==> config.mk <==
export PLATFORM = sky130hd
export DESIGN_NAME = tt_spine_ctrl
export DESIGN_NICKNAME = d
export VERILOG_FILES = /design/src/rtl/tt_spine_ctrl.sv
export SDC_FILE = /design/constraint.sdc
export NUM_CORES = 1
export LEC_CHECK = 0
export BUFFER_PORTS_ARGS = -buffer_cell sky130_fd_sc_hd__buf_2
export CORE_ASPECT_RATIO = 1.75
export CORE_MARGIN = 1
export CORE_UTILIZATION = 45
export CTS_CLUSTER_DIAMETER = 200
export CTS_CLUSTER_SIZE = 8
export DETAILED_ROUTE_END_ITERATION = 8
export HOLD_SLACK_MARGIN = 0.05
export PLACE_DENSITY = 0.9
export SETUP_SLACK_MARGIN = 0.1
export SLEW_MARGIN = 10
export SYNTH_ARGS = -nofsm -noshare
export SYNTH_HDL_FRONTEND = slang
export SYNTH_SLANG_ARGS = --single-unit
==> constraint.sdc <==
create_clock -name clk -period 5.9 [get_ports clk]
set_input_delay 0.295 -clock clk [delete_from_list [all_inputs] [get_ports clk]]
set_output_delay 0.295 -clock clk [all_outputs]
set_load 0.01 [all_outputs]
==> src/rtl/tt_spine_ctrl.sv <==
// Spine-side controller: owns the design-select index and enable strobe, and
// changes the select only through a break-before-make enable sequence.
module tt_spine_ctrl #(
  parameter int N_IO    = 8,
  parameter int N_O     = 8,
  parameter int N_I     = 10,
  parameter int SEL_MAX = 1023,
  parameter int GUARD   = 2
) (
  input  logic                      clk,
  input  logic                      rst,
  input  logic                      sel_rst,
  input  logic                      sel_inc,
  input  logic                      ena_req,
  input  logic [N_I+N_IO-1:0]       usr_in,
  output logic [N_O+2*N_IO-1:0]     usr_out,
  output logic [N_I+N_IO+12:0]      spine_iw,
  input  logic [N_O+2*N_IO+1:0]     spine_ow,
  output logic [9:0]                sel_cur,
  output logic                      busy
);

  localparam int W_UO = N_O + 2*N_IO;

  typedef enum logic [1:0] {
    S_RUN = 2'd0,
    S_OFF = 2'd1,
    S_UPD = 2'd2,
    S_ON  = 2'd3
  } state_t;

  state_t      r_state;
  state_t      w_state_nxt;
  logic [1:0]  r_sync_rst;
  logic [1:0]  r_sync_inc;
  logic [1:0]  r_sync_ena;
  logic        r_prev_rst;
  logic        r_prev_inc;
  logic [3:0]  r_pend;
  logic        r_rst_req;
  logic [3:0]  r_guard;
  logic [9:0]  r_sel;
  logic        r_ena;
  logic        r_busy;

  logic        w_rst_edge;
  logic        w_inc_edge;
  logic        w_req;
  logic        w_run_ok;
  logic        w_guard_done;
  logic [3:0]  w_guard_nxt;
  logic        w_pend_dec;
  logic [3:0]  w_pend_tmp;
  logic [3:0]  w_pend_nxt;
  logic        w_rst_req_nxt;
  logic [9:0]  w_sel_nxt;
  logic        w_unused_guards;

  assign w_rst_edge   = r_sync_rst[1] & ~r_prev_rst;
  assign w_inc_edge   = r_sync_inc[1] & ~r_prev_inc;
  assign w_req        = r_rst_req | (r_pend != 4'd0);
  assign w_guard_done = (r_guard == 4'(GUARD - 1));

  // Pad synchronizers and edge history.
  always_ff @(posedge clk) begin
    if (rst) begin
      r_sync_rst <= 2'b00;
      r_sync_inc <= 2'b00;
      r_sync_ena <= 2'b00;
      r_prev_rst <= 1'b0;
      r_prev_inc <= 1'b0;
    end else begin
      r_sync_rst <= {r_sync_rst[0], sel_rst};
      r_sync_inc <= {r_sync_inc[0], sel_inc};
      r_sync_ena <= {r_sync_ena[0], ena_req};
      r_prev_rst <= r_sync_rst[1];
      r_prev_inc <= r_sync_inc[1];
    end
  end

  // Next-state and guard counter; the enable may only follow the pad in an undisturbed RUN.
  always_comb begin
    w_state_nxt = r_state;
    w_guard_nxt = r_guard;
    w_run_ok    = 1'b0;
    case (r_state)
      S_RUN: begin
        if (w_req) begin
          w_state_nxt = S_OFF;
          w_guard_nxt = 4'd0;
        end else begin
          w_run_ok = 1'b1;
        end
      end
      S_OFF: begin
        if (w_guard_done) begin
          w_state_nxt = S_UPD;
          w_guard_nxt = 4'd0;
        end else begin
          w_guard_nxt = r_guard + 4'd1;
        end
      end
      S_UPD: begin
        w_state_nxt = S_ON;
        w_guard_nxt = 4'd0;
      end
      S_ON: begin
        if (w_guard_done) begin
          w_guard_nxt = 4'd0;
          w_state_nxt = w_req ? S_UPD : S_RUN;
        end else begin
          w_guard_nxt = r_guard + 4'd1;
        end
      end
      default: begin
        w_state_nxt = S_RUN;
        w_guard_nxt = 4'd0;
      end
    endcase
  end

  // Request bookkeeping and select update; a reset edge outranks a same-cycle increment or UPD.
  always_comb begin
    w_pend_dec    = (r_state == S_UPD) & ~r_rst_req;
    w_pend_tmp    = r_pend - {3'd0, w_pend_dec};
    w_pend_nxt    = w_pend_tmp;
    w_rst_req_nxt = r_rst_req;
    w_sel_nxt     = r_sel;
    if (w_rst_edge) begin
      w_pend_nxt = 4'd0;
    end else if (w_inc_edge && (w_pend_tmp != 4'd15)) begin
      w_pend_nxt = w_pend_tmp + 4'd1;
    end else begin
      w_pend_nxt = w_pend_tmp;
    end
    if (w_rst_edge) begin
      w_rst_req_nxt = 1'b1;
    end else if (r_state == S_UPD) begin
      w_rst_req_nxt = 1'b0;
    end else begin
      w_rst_req_nxt = r_rst_req;
    end
    if (r_state == S_UPD) begin
      if (r_rst_req || (r_sel == 10'(SEL_MAX))) begin
        w_sel_nxt = 10'd0;
      end else begin
        w_sel_nxt = r_sel + 10'd1;
      end
    end else begin
      w_sel_nxt = r_sel;
    end
  end

  // Controller state registers.
  always_ff @(posedge clk) begin
    if (rst) begin
      r_state   <= S_RUN;
      r_guard   <= 4'd0;
      r_pend    <= 4'd0;
      r_rst_req <= 1'b0;
      r_sel     <= 10'd0;
      r_ena     <= 1'b0;
      r_busy    <= 1'b0;
    end else begin
      r_state   <= w_state_nxt;
      r_guard   <= w_guard_nxt;
      r_pend    <= w_pend_nxt;
      r_rst_req <= w_rst_req_nxt;
      r_sel     <= w_sel_nxt;
      r_ena     <= w_run_ok & r_sync_ena[1];
      r_busy    <= ~w_run_ok;
    end
  end

  assign w_unused_guards = spine_ow[W_UO+1] ^ spine_ow[0];
  assign usr_out  = spine_ow[W_UO:1];
  assign spine_iw = {1'b0, usr_in, r_sel, r_ena, 1'b0};
  assign sel_cur  = r_sel;
  assign busy     = r_busy;

endmodule

==> summary by stage, run 1 <==
Floorplanning
The initial utilization of the core area, before any placement, comes to 47.1%. During I/O placement, the number of pins put on the boundary was 115. The y dimension of the die is 86.2 um. The die is 50.1 um wide. In this run the core area contains 30 standard-cell rows. The core region is 3870 um2. The die covers 4320 um2.

Logic synthesis
The area fraction of the dominant cell type after synthesis is between 30 and 40%. Synthesis handed over a netlist of ~210 instances. The leading register cell type out of synthesis is sky130_fd_sc_hd__dfxtp_1. Counting flops with a built-in enable in the synthesized netlist gives 0.

The average cell area after synthesis is 8.80 um2. The post-synthesis sequential area ratio is approximately a third. By area the synthesized netlist is led by sky130_fd_sc_hd__dfxtp_1 (34%), sky130_fd_sc_hd__buf_4 (23%), sky130_fd_sc_hd__ha_1 (4.1%), sky130_fd_sc_hd__nor2b_1 (4.1%), sky130_fd_sc_hd__nor2_1 (3.7%). After synthesis the cells add up to 1820 um2. In this run, distinct cell masters in the synthesized netlist total 46. Of all cell types, the one taking the most synthesized area is sky130_fd_sc_hd__dfxtp_1. After synthesis, the share of flip-flops with an asynchronous set or reset is 0%.

The total of warnings raised by yosys is 0. The flip-flop and latch count after synthesis is 31.

Placement
The final HPWL from detailed placement is 2.11 mm. The number of port buffers is 26. Routability-driven placement finished with a final weighted congestion of 0.841.

The number of cells in the design after placement is 225. The setup slack after placement is 3470 ps. The placed instance area is 1600 um2.

Cells and area
In the final layout, the share of cells above drive strength 1 is 22.7%. The area growth from synthesis to layout is -6.73%. The total number of nets in the final design is about 240. In the layout the commonest cells are sky130_fd_sc_hd__dfxtp_1 (31), sky130_fd_sc_hd__buf_2 (26), sky130_fd_sc_hd__nor2_1 (18).

Leaving out fill and tap cells, the most frequent cell in the layout is sky130_fd_sc_hd__dfxtp_1. The utilization after layout is about 44%. After the flow finishes, the layout carries non-filler instances totaling between 200 and 250.

After routing the design area is 1700 um2. 0 antenna diodes ended up in the layout.

Clock network
The clock tree from TritonCTS is yes. The clock tree synthesis step divided the H-tree into 2 levels. After clock tree synthesis, the clock-pin slew on the worst setup and hold paths is ~70 ps.

Post-CTS repair changed the size of 0 cells. The buffer levels on the longest clock path is 2. The clock sink count is 31. Buffers inserted to repair hold after CTS numbered 0. The number of buffers added by the clock tree synthesis step is 5.

The clock root buffer is sky130_fd_sc_hd__clkbuf_8. Buffers added to address setup during post-CTS repair amount to 0. The later pin in the worst-skew pair is clocked with a latency of 280 ps.

Drt
Before antenna repair, the detailed router went through 4 iterations. The number of DRC violations after detailed routing is 0. The vias after detailed routing is 1208. The first routing iteration left 15 violations. Summed over all layers, the routed wires come to between 2 and 3 mm. The number of antenna-violating nets in the routed design is 0.

Dividing the detail-routed via count by the number of cells gives 5.18. After detailed routing, the average wire length per cell comes to 12.8 um.

Power and ir drop
Across the VDD grid, the largest voltage drop is around 0.17 mV. Summed over all cells, the static leakage comes to 0.742 nW. The power per cell area is 276 nW/um2.

The overall power consumption is 0.469 mW.

Setup path
The cell family contributing the most delay on the critical path is simple AND/OR/NAND/NOR gates. The worst path buffer plus inverter count is 0. The largest fanout of any net on the critical path is 7.

The critical path capture point type is a flip-flop. For this design, the slowest cell found on the critical path is sky130_fd_sc_hd__dfxtp_1. The worst setup path is launched from a flip-flop. The signal on the critical path passes through nand2b_1 > nor2_1 > ha_1 > or3b_1 > o22a_1 > o21ai_2 > mux2_2. In this design, the stage delay of the slowest critical-path cell is 480 ps. The arrival time of the worst setup path is 2640 ps. The critical path data required time is between 6000 and 7000 ps.

The worst setup path is of the flip-flop to flip-flop kind.

GRT
The first global-routing pass estimated 4.82 mm of wire. The initial antenna violation count is 0. Summed over all layers, the global routing overflow is 0. The global routing usage summed across all routing layers is 15.0%. Entering global routing, the biggest net connects 21 pins. The via count of the first global-routing pass was roughly 1100.

Timing
For the pin with the worst max-slew slack, the measured transition is 523 ps. The count of endpoints failing hold in the final timing report is 0. The worst slew slack as a fraction of its limit is ~65%. The worst-case hold slack is 217 ps. The number of max-slew violations in the final report is 0. The highest attainable clock frequency is 0.406 GHz. After layout, the minimum clock period comes to 2460 ps. Setup repair after global routing left no endpoint under its margin. Between clock sinks in the finished design, the worst skew comes to 5.03 ps. Across all setup checks in the final design, the least slack found is about 3400 ps. The setup-violating endpoint count in the final report is 0.

The total negative setup slack is 0 ps. The final critical-path share of the clock period is 41.7%.

Job
The count of maximum capacitance violations is 0.

Run status
The run finished with clean final reports.

Hold path
The worst min-delay path class is input port to flip-flop.
layout make-up:
cell class	instances	area, um2
fill	385	2170
multi-input combinational	112	754
sequential	31	621
timing repair buffer	26	130
clock buffer	7	96.3
tap	48	60.1
inverter	8	30.0
clock inverter	1	7.51
Yosys cell counts (2+ instances only):
cell type,number
sky130_fd_sc_hd__ha_1,6
sky130_fd_sc_hd__and2_1,2
sky130_fd_sc_hd__nand3_1,5
sky130_fd_sc_hd__a21oi_1,8
sky130_fd_sc_hd__nor2_1,18
sky130_fd_sc_hd__nor2b_1,12
sky130_fd_sc_hd__dfxtp_1,31
sky130_fd_sc_hd__xor2_1,6
sky130_fd_sc_hd__buf_4,55
sky130_fd_sc_hd__inv_1,8
sky130_fd_sc_hd__and3_1,2
sky130_fd_sc_hd__a31oi_1,2
sky130_fd_sc_hd__and3b_1,2
sky130_fd_sc_hd__nor3_1,4
sky130_fd_sc_hd__nand2_1,9
sky130_fd_sc_hd__xnor2_1,4
sky130_fd_sc_hd__nand2b_1,2
sky130_fd_sc_hd__nand4_1,3
worst reg2reg max path: stages, from the launching register on:
cell	delay, ps
sky130_fd_sc_hd__dfxtp_1	480
sky130_fd_sc_hd__nand2b_1	210
sky130_fd_sc_hd__nor2_1	270
sky130_fd_sc_hd__ha_1	240
sky130_fd_sc_hd__or3b_1	410
sky130_fd_sc_hd__o22a_1	250
sky130_fd_sc_hd__o21ai_2	170
sky130_fd_sc_hd__mux2_2	340
registers in the layout, summed over array words and instances (netlist names):
register	count
sel_cur	10
r_guard	4
r_pend	4
r_state	2
r_sync_ena	2
r_sync_inc	2
r_sync_rst	2
busy	1
r_ena	1
r_prev_inc	1
r_prev_rst	1
r_rst_req	1
metal layers:
layer / part of all wire [%] / track usage [%]
met1: 34 / 12.9
met2: 50 / 24.7
met3: 8.3 / 5.09
met4: 7.4 / 16.6
met5: 0 / 0
kinds of logic after synthesis:
family | Yosys count | share of synthesized area [%]
AND/OR/NAND/NOR | 70 | 21.9
other | 1 | 0.206
buffers and inverters | 65 | 24.7
flip-flops | 31 | 34.1
AO/OA/AOI/OAI | 23 | 9.55
XOR/XNOR | 10 | 4.81
adder cells (fa/ha/maj) | 6 | 4.12
multiplexers | 1 | 0.618
worst paths after layout:
kind | start | slack, ps | cells past startpoint | end
worst max-delay path | r_state[1]$_SDFFE_PP0P_ | 3440 | 7 | r_pend[0]$_SDFF_PP0_
worst min-delay path | sel_inc | 220 | 2 | r_sync_inc[0]$_SDFF_PP0_
worst max register to register | r_state[1]$_SDFFE_PP0P_ | 3440 | 7 | r_pend[0]$_SDFF_PP0_
worst min register to register | r_sync_rst[0]$_SDFF_PP0_ | 440 | 1 | r_sync_rst[1]$_SDFF_PP0_
power breakdown:
group / leakage (nW) / switching [mW] / internal, mW
Sequential: 0.252 / 0.0102 / 0.219
Combinational: 0.439 / 0.0305 / 0.0236
Clock: 0.0505 / 0.0793 / 0.106
Note: power is estimated with default switching activity, not from simulation.
==> run 2: changes to the inputs <==
--- a/config.mk
+++ b/config.mk
@@ -8,12 +8,12 @@
 export BUFFER_PORTS_ARGS = -buffer_cell sky130_fd_sc_hd__buf_2
 export CORE_ASPECT_RATIO = 1.75
 export CORE_MARGIN = 1
-export CORE_UTILIZATION = 45
+export CORE_UTILIZATION = 43
 export CTS_CLUSTER_DIAMETER = 200
 export CTS_CLUSTER_SIZE = 8
 export DETAILED_ROUTE_END_ITERATION = 8
 export HOLD_SLACK_MARGIN = 0.05
-export PLACE_DENSITY = 0.9
+export PLACE_DENSITY = 0.87
 export SETUP_SLACK_MARGIN = 0.1
 export SLEW_MARGIN = 10
 export SYNTH_ARGS = -nofsm -noshare
==> constraint.sdc (replaced) <==
create_clock -name clk -period 2.5 [get_ports clk]
set_input_delay 0.125 -clock clk [delete_from_list [all_inputs] [get_ports clk]]
set_output_delay 0.125 -clock clk [all_outputs]
set_load 0.01 [all_outputs]
==> run 2 against run 1 <==
Compared with the run above:
- sequential share of layout area decreased by 0.54 points
- cell area is 1.7% higher
- sequential cell count unchanged
- cell count rose by 1.7%
- power increased by 140%
- die area rose by 4.5%
- worst setup slack lost 3100 ps
- first-iteration DRC count up 27%
- clock power up 130%
- non-clock buffer count is 3 higher
- via count down 1.4%
==> summary by stage, run 2 (same netlist as run 1, synthesis figures left out) <==
Run status
The run finished with clean final reports.

Floorplanning
During I/O placement, the number of pins put on the boundary was 115. The die is 51.2 um wide. The initial utilization of the core area, before any placement, comes to ~44%. The y dimension of the die is 88.1 um. The initialized floorplan defines 31 standard-cell rows. The floorplan step defined a die boundary enclosing 4510 um2.

The core region is about 4000 um2.

Drt
In the routed layout, each cell is associated on average with a via count of 5.03. Across all layers, the routed design uses 1191 vias. The first routing iteration left 19 violations. The detail route stage leaves a number of antenna-violating nets equal to 0.

The average routed wire per standard cell is between 10 and 15 um. The final layout contains routed wiring with a total length of around 2.7 mm. The number of DRC violations after detailed routing is 0. The first detailed-routing pass took 4 iterations.

Setup path
The cell at the slowest stage of the critical path is sky130_fd_sc_hd__dfxtp_1. The worst setup path is launched from a flip-flop. STA puts the critical path data required time at 2670 ps. The reg2reg setup slack is 320 ps. Of all nets on the critical path, the largest fanout is 7. The destination of the worst register-to-register timing path is r_pend[0]$_SDFF_PP0_. STA classifies the critical path endpoint as a flip-flop. The worst reg2reg path depth is 7. The worst register-to-register path begins at r_state[1]$_SDFFE_PP0P_. The arrival time of the worst setup path is between 2000 and 2500 ps. The largest single stage delay on the critical path is 460 ps.

The critical path is of the flip-flop to flip-flop type. Walking the worst path, the cells encountered are nand2b_1 > nor2_2 > ha_1 > or3b_1 > o22a_1 > o21ai_2 > mux2_2.

Cells and area
Leaving out fill and tap cells, the most frequent cells in the layout are sky130_fd_sc_hd__dfxtp_1 (30), sky130_fd_sc_hd__buf_2 (26), sky130_fd_sc_hd__nor2_1 (17). The repair_antennas step left the layout with diodes totalling 0. Of the cells placed in the final design, the portion with a size suffix greater than 1 is 23.4%. At the end of the flow, the number of nets in the layout was between 200 and 250. The area added between synthesis and finish is -5.15%. The register with the most flip-flops in the layout has 10 of them. Cells fill 42.0% of the core in the end.

After the flow finishes, the layout carries non-filler instances totaling roughly 240. The library cell used most frequently in the layout, excluding fill and tap cells, is sky130_fd_sc_hd__dfxtp_1.

Timing
The number of max-slew violations in the final report was 0. The final worst slack is 323 ps. The highest attainable clock frequency is 0.459 GHz. The clock period minus final worst setup slack is 2180 ps.

Clock skew on the completed layout was measured at 5.58 ps. Setup repair after global routing left no endpoint under its margin. At the pin with the least slew margin, the transition time is about 540 ps. The total negative setup slack is 0 ps. The final critical-path share of the clock period is 87.1%. Setup violations remaining at the end of the flow were counted as 0. Headroom to the max-slew limit came out at 63.8%. Across all hold checks on the routed design, the worst slack comes to 56.5 ps.

The count of endpoints failing hold in the final timing report was 0.

Clock network
The clock-pin slew on the worst setup and hold paths is approximately 60 ps. CTS placed an instance of sky130_fd_sc_hd__clkbuf_8 at the clock tree root. The clock sink count is 31.

The clock tree from TritonCTS is yes. The buffer count from post-CTS setup fixing is 0. In this run, CTS created clock tree buffers numbering 5. The clock insertion delay at the later pin of the skew report is ~280 ps.

The buffer levels on the longest clock path is 2. CTS built an H-tree with a depth of 2.

Job
The count of maximum capacitance violations is 0.

Placement
The number of port buffers is 26. The number of cells in the design after placement is 227. Prior to clock tree synthesis, the placed netlist has a worst setup slack of 251 ps. At the end of routability-driven placement, the weighted congestion stood at ~0.83. Detailed placement ended at an HPWL of between 1.5 and 2 mm.

GRT
For this run, the total global-route usage over all layers was measured as 13.7%. The final global-route overflow total is 0. The first global-routing pass estimated 4.66 mm of wire. The via count of the first global-routing pass is 1152. The largest net degree at the start of global routing is 21. The initial antenna violation count is 0.

Hold path
The worst hold path passes through 2 cells. The path with the worst hold slack has its endpoint at r_sync_rst[0]$_SDFF_PP0_. The min-delay analysis places its worst path in the category input port to flip-flop. The critical hold path startpoint is sel_rst.

Power and ir drop
For this design the ratio of total power to cell area is 638 nW/um2. Across the VDD grid, the largest voltage drop is approximately 0.46 mV. For this design the static power due to leakage is about 0.76 nW.
==> run 2: cell types whose count changed in the layout (fill, tap and decap cells not counted) <==
| cell | delta |
|---|---|
| sky130_fd_sc_hd__nor2_1 | -1 |
| sky130_fd_sc_hd__clkinvlp_4 | -1 |
| sky130_fd_sc_hd__buf_4 | +1 |
| sky130_fd_sc_hd__dfxtp_2 | +1 |
| sky130_fd_sc_hd__nor2_2 | +1 |
| sky130_fd_sc_hd__clkbuf_1 | +1 |
| sky130_fd_sc_hd__dlygate4sd3_1 | +2 |
| sky130_fd_sc_hd__dfxtp_1 | -1 |
==> run 2: worst max-delay path: cells and delay by family, from the launching register on <==
family	cells	cell delay (ps)
AOI/OAI and AO/OA	2	390
adders and majority gates	1	200
DFF	1	460
muxes	1	340
and+or+nand+nor	3	680
==> run 2: area by class of cell <==
class                           instances  area, um2
Clock buffer                            8        100
Fill cell                             433       2380
Inverter                                8       30.0
Multi-Input combinational cell        112        757
Sequential cell                        31        622
Tap cell                               49       61.3
Timing Repair Buffer                   29        158
==> run 2: worst max-delay path by stage <==
stage | cells past startpoint | slack (ps) | endpoint | from
detailed placement | 7 | 250 | r_pend[0]$_SDFF_PP0_ | r_state[0]$_SDFFE_PP0P_
floorplan | 7 | 360 | r_pend[0]$_SDFF_PP0_ | r_state[0]$_SDFFE_PP0P_
global route | 10 | 110 | r_pend[3]$_SDFF_PP0_ | r_state[1]$_SDFFE_PP0P_
global placement | 7 | 290 | r_pend[0]$_SDFF_PP0_ | r_state[0]$_SDFFE_PP0P_
finish | 7 | 320 | r_pend[0]$_SDFF_PP0_ | r_state[1]$_SDFFE_PP0P_
CTS | 7 | 240 | r_pend[0]$_SDFF_PP0_ | r_state[0]$_SDFFE_PP0P_
==> run 2: where the power goes <==
group	total [mW]	internal, mW	switching (mW)	leakage, nW
clock network	0.430	0.251	0.179	0.0515
logic	0.131	0.0590	0.0720	0.451
registers	0.542	0.518	0.0235	0.253
total	1.10	0.828	0.275	0.755
==> run 2: metal layers <==
metal | track usage [%] | routed length (um) | share of wire [%] | vias up
met5 | 0 | 0 | 0 | -
met4 | 11.9 | 89 | 3.3 | 0
met3 | 4.86 | 172 | 6.4 | 19
met2 | 23.1 | 1380 | 51 | 31
met1 | 12.7 | 1040 | 39 | 540
li1 | - | - | - | 601
==> run 2: repair_timing <==
action,in CTS,in global routing
gates resized for setup,0,2
hold buffers,2,0
endpoints found under the hold margin,2,0
setup endpoints to repair,0,3
==> run 2: per-stage QoR <==
step | total power, mW | cell area (um2)
after floorplan | 0.722 | 1830
after global placement | 0.675 | 1600
after detailed placement | 0.681 | 1600
after CTS | 1.12 | 1720
after global routing | 1.16 | 1730
final | 1.10 | 1730
